`src/rtl/iot_extreme_filter.sv`:
```
// rtl/iot_extreme_filter.sv - group max/min reducer with running global peak tracking
module iot_extreme_filter #(
    parameter int DATA_W  = 128,
    parameter int GROUP_N = 16,
    parameter int CNT_W   = $clog2(GROUP_N + 1)
) (
    input  logic              i_clk,
    input  logic              i_rst,
    input  logic [1:0]        i_mode,
    input  logic              i_clear,
    input  logic              i_in_valid,
    input  logic [DATA_W-1:0] i_in_data,
    output logic              o_in_ready,
    output logic              o_out_valid,
    input  logic              i_out_ready,
    output logic [DATA_W-1:0] o_out_data,
    output logic              o_out_peak,
    output logic              o_busy,
    output logic [7:0]        o_grp_cnt
);

    typedef enum logic [1:0] {S_IDLE, S_ACCUM, S_EMIT} state_t;

    localparam logic [CNT_W-1:0] LAST_CNT = CNT_W'(GROUP_N - 1);
    localparam logic             SINGLE   = (GROUP_N == 1);

    state_t              r_state;
    logic [DATA_W-1:0]   r_acc;
    logic [CNT_W-1:0]    r_cnt;
    logic [DATA_W-1:0]   r_global;
    logic                r_have_global;
    logic [1:0]          r_lmode;
    logic [DATA_W-1:0]   r_out_data;
    logic                r_out_peak;
    logic                r_out_valid;
    logic [7:0]          r_grp_cnt;

    logic                w_accept;
    logic [DATA_W-1:0]   w_new_acc;
    logic                w_last;
    logic                w_to_emit;
    logic [DATA_W-1:0]   w_fin_acc;
    logic [1:0]          w_fin_mode;
    logic                w_fin_peak;
    logic                w_emit_done;
    logic                w_new_global;

    // Strict "a is more extreme than b" in the direction selected by min_dir
    function automatic logic f_beats(input logic [DATA_W-1:0] a,
                                     input logic [DATA_W-1:0] b,
                                     input logic              min_dir);
        return min_dir ? (a < b) : (a > b);
    endfunction

    assign o_in_ready   = (r_state != S_EMIT);
    assign o_busy       = (r_state != S_IDLE);
    assign o_out_valid  = r_out_valid;
    assign o_out_data   = r_out_data;
    assign o_out_peak   = r_out_peak;
    assign o_grp_cnt    = r_grp_cnt;

    assign w_accept     = i_in_valid & o_in_ready;
    assign w_new_acc    = f_beats(i_in_data, r_acc, r_lmode[0]) ? i_in_data : r_acc;
    assign w_last       = (r_cnt == LAST_CNT);
    assign w_emit_done  = ~r_out_valid | i_out_ready;
    assign w_new_global = ~r_have_global | f_beats(r_acc, r_global, r_lmode[0]);

    // Final group result as seen on the edge that closes the group (IDLE only when GROUP_N==1)
    always_comb begin
        w_fin_acc  = w_new_acc;
        w_fin_mode = r_lmode;
        w_to_emit  = 1'b0;
        if (r_state == S_IDLE) begin
            w_fin_acc  = i_in_data;
            w_fin_mode = i_mode;
            w_to_emit  = w_accept & SINGLE;
        end else if (r_state == S_ACCUM) begin
            w_to_emit  = w_accept & w_last;
        end
        w_fin_peak = r_have_global & f_beats(w_fin_acc, r_global, w_fin_mode[0]);
    end

    // Group accumulation, emit handshake and global-extreme bookkeeping
    always_ff @(posedge i_clk or negedge i_rst) begin
        if (!i_rst) begin
            r_state       <= S_IDLE;
            r_acc         <= '0;
            r_cnt         <= '0;
            r_global      <= '0;
            r_have_global <= 1'b0;
            r_lmode       <= 2'b00;
            r_out_data    <= '0;
            r_out_peak    <= 1'b0;
            r_out_valid   <= 1'b0;
            r_grp_cnt     <= 8'd0;
        end else if (i_clear) begin
            r_state       <= S_IDLE;
            r_acc         <= '0;
            r_cnt         <= '0;
            r_global      <= '0;
            r_have_global <= 1'b0;
            r_lmode       <= 2'b00;
            r_out_data    <= '0;
            r_out_peak    <= 1'b0;
            r_out_valid   <= 1'b0;
            r_grp_cnt     <= 8'd0;
        end else begin
            case (r_state)
                S_IDLE: begin
                    if (w_accept) begin
                        r_acc   <= i_in_data;
                        r_cnt   <= CNT_W'(1);
                        r_lmode <= i_mode;
                        r_state <= SINGLE ? S_EMIT : S_ACCUM;
                    end
                end
                S_ACCUM: begin
                    if (w_accept) begin
                        r_acc <= w_new_acc;
                        r_cnt <= r_cnt + CNT_W'(1);
                        if (w_last) begin
                            r_state <= S_EMIT;
                        end
                    end
                end
                S_EMIT: begin
                    if (w_emit_done) begin
                        r_state     <= S_IDLE;
                        r_out_data  <= '0;
                        r_out_peak  <= 1'b0;
                        r_out_valid <= 1'b0;
                        if (r_grp_cnt != 8'hFF) begin
                            r_grp_cnt <= r_grp_cnt + 8'd1;
                        end
                        if (w_new_global) begin
                            r_global      <= r_acc;
                            r_have_global <= 1'b1;
                        end
                    end
                end
                default: r_state <= S_IDLE;
            endcase
            if (w_to_emit) begin
                r_out_data  <= w_fin_acc;
                r_out_peak  <= w_fin_peak;
                r_out_valid <= w_fin_mode[1] ? w_fin_peak : 1'b1;
            end
        end
    end

endmodule

```
`config.mk`:
```
export PLATFORM = sky130hd
export DESIGN_NAME = iot_extreme_filter
export DESIGN_NICKNAME = d
export VERILOG_FILES = /design/src/rtl/iot_extreme_filter.sv
export SDC_FILE = /design/constraint.sdc
export NUM_CORES = 1
export LEC_CHECK = 0
export BUFFER_PORTS_ARGS = -buffer_cell sky130_fd_sc_hd__buf_4
export CORE_AREA = 4 4 238 240
export CTS_CLUSTER_DIAMETER = 60
export DETAILED_ROUTE_END_ITERATION = 10
export DIE_AREA = 0 0 242 244
export PLACE_DENSITY_LB_ADDON = 0.3
export SYNTH_ARGS = -nofsm -noshare
export SYNTH_HDL_FRONTEND = slang
export SYNTH_SLANG_ARGS = --single-unit
export TNS_END_PERCENT = 10
```
`constraint.sdc`:
```
create_clock -name i_clk -period 12.5 [get_ports i_clk]
set_input_delay 3.75 -clock i_clk [delete_from_list [all_inputs] [get_ports i_clk]]
set_output_delay 3.75 -clock i_clk [all_outputs]
set_load 0.01 [all_outputs]
```
==> flow_summary.toml <==
[logic_synthesis]
synth_fp_nets = 3472
synthArstFlopShare_pct = 100
synth.top_cell.area_share_pct = 37.5
avgSynthCellArea_um2 = 9.14
synthTopCellsByArea = "dfrtp_1, ha_1, nand2_1"
synth_edf_count = 0
yosys-top-cells-count = "dfrtp_1, ha_1, nand2_1"
synth_cells = 2950
synth_top_cell_by_area = "dfrtp_1"
synth-seq-area-share_pct = 37.5
synthFlopType = "dfrtp_1"
ys_ff_latch = 404
yosys.cell_types.count = 55
synth_most_common_cell = "dfrtp_1"
syn-cell-area_um2 = 27000
ys_warn_count = 0

[timing]
period_share_pct = 87.1
setup_viol = 0
worst_slew_pin_slew_ps = 1280
rsz0062_at_grt = "no"
setup-tns-final_ps = 0
finalHoldViolCount = 0
fin_crit_ps = 10890
fin_skew_ps = 20.6
holdWs_ps = 497
relSlewSlack_pct = 13.7
slew_viol_final = 0
max_freq_mhz = 91.8

[setup_path]
startpoint = "i_in_data[79]"
slowest_stage = "nor4_1"
crit_top_cell = "o21ai_0"
rr_startpoint = "r_acc[79]$_DFFE_PN0P_"
cp_max_fo = 96
reg2reg_depth = 22
critical_path_class = "input port to flip-flop"
cp-start-kind = "input port"
reg2reg_slack_ps = 4380
cp.arrival_ps = 11410
timing.critical_path.cells = "buf_4 > ha_1 > nand4_1 > nor4_1 > nand4_1 > nor4_1 > nor2_1 > a22oi_1 > nand3_4 > buf_4 > nand2_1 > o21ai_0 > ha_1 > a21o_1 > a21o_1 > a21oi_1 > o21ai_0 > o31ai_1 > o21ai_0 > or2_2 > o311ai_0 > a211o_1"
worstPathRequired_ps = 13020
endpoint_kind = "flip-flop"
critPathMaxStageDelay_ps = 1130
worst_r2r_endpoint = "o_out_valid$_DFFE_PN0P_"

[hold_path]
min-delay-start = "r_global[68]$_DFFE_PN0P_"
holdCritPathClass = "flip-flop to flip-flop"
holdPathStages = 1
hold_path_end = "r_global[68]$_DFFE_PN0P_"

[clock_network]
cts_sinks = 404
hold_buffers = 0
insertion_delay_ps = 600
numCtsBuffers = 51
postCtsSetupRepairBufs = 0
clk_root_buffer_cell = "clkbuf_16"
htree_levels = 2
clock_path_buffers = 3
cts-resized-gates = 0
cts_tree = "built"
clkSlewWorstSetupHoldPaths_ps = 60

[global_route]
grt_pass1_vias = 24200
grt_pass1_wl_um = 131000
grt_max_degree = 156
use_met2_pct = 46.6
met3_usage_pct = 4.45
grt_usage_pct = 26.9
use_met1_pct = 33.6
busiest_layer = "met2"
grt_antenna_before_repair = 4
overflow = 0

[finish]
seqCellArea_um2 = 10100
layout.nets = 3666
multi_input_area_um2 = 15200
layout.cells.non_filler = 3887
fillers = 4738
area_growth_pct = 15.6
drive_gt1_share_pct = 12.7

[detailed_routing]
dr_total_vias = 23600
wire_per_inst_um = 21.0
route.antenna.remaining_nets = 0
vias_per_cell = 6.08
drt-initial-drc-count = 1806
drc = 0
wl_um = 81500
drtPass1Iterations = 6

[floorplan]
core-area_um2 = 54700
num_rows = 86
ios = 275
initial_core_util_pct = 49.3
die_x_um = 242
dieArea_um2 = 59000
die_height_um = 244

[power]
p_leak_uw = 0.0145
ir_worst_vdd_mv = 0.0989
pwr_density_cell_nw_per_um2 = 115

[run]
drv_cap = 0

[placement]
portBuffers = 274
place.gp.congestion = 0.933
placed_cells = 3795
dp_hpwl_um = 58000

[run_status]
status = "completed"
==> cells in the final DEF (no fill, tap or decap), types with 9 or more instances in the layout <==
cell,instances
ha_1,387
nand4_1,87
nor2b_1,9
nor2_1,179
nand3_1,162
o311ai_0,98
mux2i_1,129
clkbuf_16,51
a22o_1,129
nand2_1,345
a21o_1,53
o21ai_0,187
clkbuf_8,9
a221oi_1,10
o211ai_1,10
o21a_1,16
inv_1,273
a21oi_1,141
dfrtp_1,404
nor3_1,21
nor4_1,20
buf_4,297
o311ai_1,33
==> how the worst max path moves through the flow <==
stage / end / slack (ps) / cells after the start
after floorplan: o_out_valid$_DFFE_PN0P_ / 3860 / 21
after global placement: o_out_valid$_DFFE_PN0P_ / 1280 / 22
after detailed placement: o_out_valid$_DFFE_PN0P_ / 1140 / 22
after CTS: o_out_valid$_DFFE_PN0P_ / 1740 / 22
after global routing: o_out_valid$_DFFE_PN0P_ / 1260 / 22
final: o_out_valid$_DFFE_PN0P_ / 1610 / 22
==> report_power, final <==
part	leakage (uW)	internal [uW]	total, uW	switching, uW
logic	0.00815	258	706	448
clock network	0.000823	888	1500	612
registers	0.00556	1340	1380	38.4
total	0.0145	2480	3580	1100
==> per-stage QoR <==
stage | power, uW | area (um2) | utilization, % | setup WS, ps
floorplan | 1850 | 27000 | - | 3860
global placement | 2070 | 29500 | 53.9 | 1280
detailed placement | 2100 | 29500 | 53.9 | 1140
CTS | 3600 | 31200 | 57.0 | 1740
global route | 3760 | 31200 | 57.0 | 1260
finish | 3580 | 31200 | 57.0 | 1610
==> critical path: cells and delay by family <==
kind            cells  cell delay (ps)
simple gates        8             3600
compound gates     10             2600
buf+inv             2              690
fa+ha+maj           2              650
==> state kept, by name (all words and copies together) (netlist names) <==
name           flops
o_out_data       128
r_acc            128
r_global         128
o_grp_cnt          8
r_cnt              5
r_lmode            2
r_state            2
o_out_peak         1
o_out_valid        1
r_have_global      1
==> cells by family (layout without fill, tap and decap cells) <==
family | count (synthesis) | in the layout | share of synthesized area [%]
AOI/OAI and AO/OA | 727 | 727 | 18.6
xor gates and xnor gates | 4 | 4 | 0.130
adders and majority gates | 387 | 387 | 18.0
buffers and inverters | 431 | 663 | 6.48
DFF | 404 | 404 | 37.5
muxes | 129 | 129 | 4.79
other | 0 | 1 | 0
and+or+nand+nor | 868 | 868 | 14.5
==> layer usage <==
metal	up-vias	share of wire, %	routed length, um
met5	-	0.058	47
met4	6	4.4	3580
met3	234	5.1	4140
met2	742	48	39500
met1	11500	42	34300
li1	11100	-	-
==> layout make-up <==
cell class / count / area share, %
antenna: 1 / 0.00803
clock buffer: 64 / 4.54
clock inverter: 27 / 0.915
inverter: 273 / 3.29
multi-input combinational: 2115 / 48.7
sequential: 404 / 32.4
tap: 704 / 2.83
timing repair buffer: 299 / 7.27
Power figures use the tool's default switching activity.
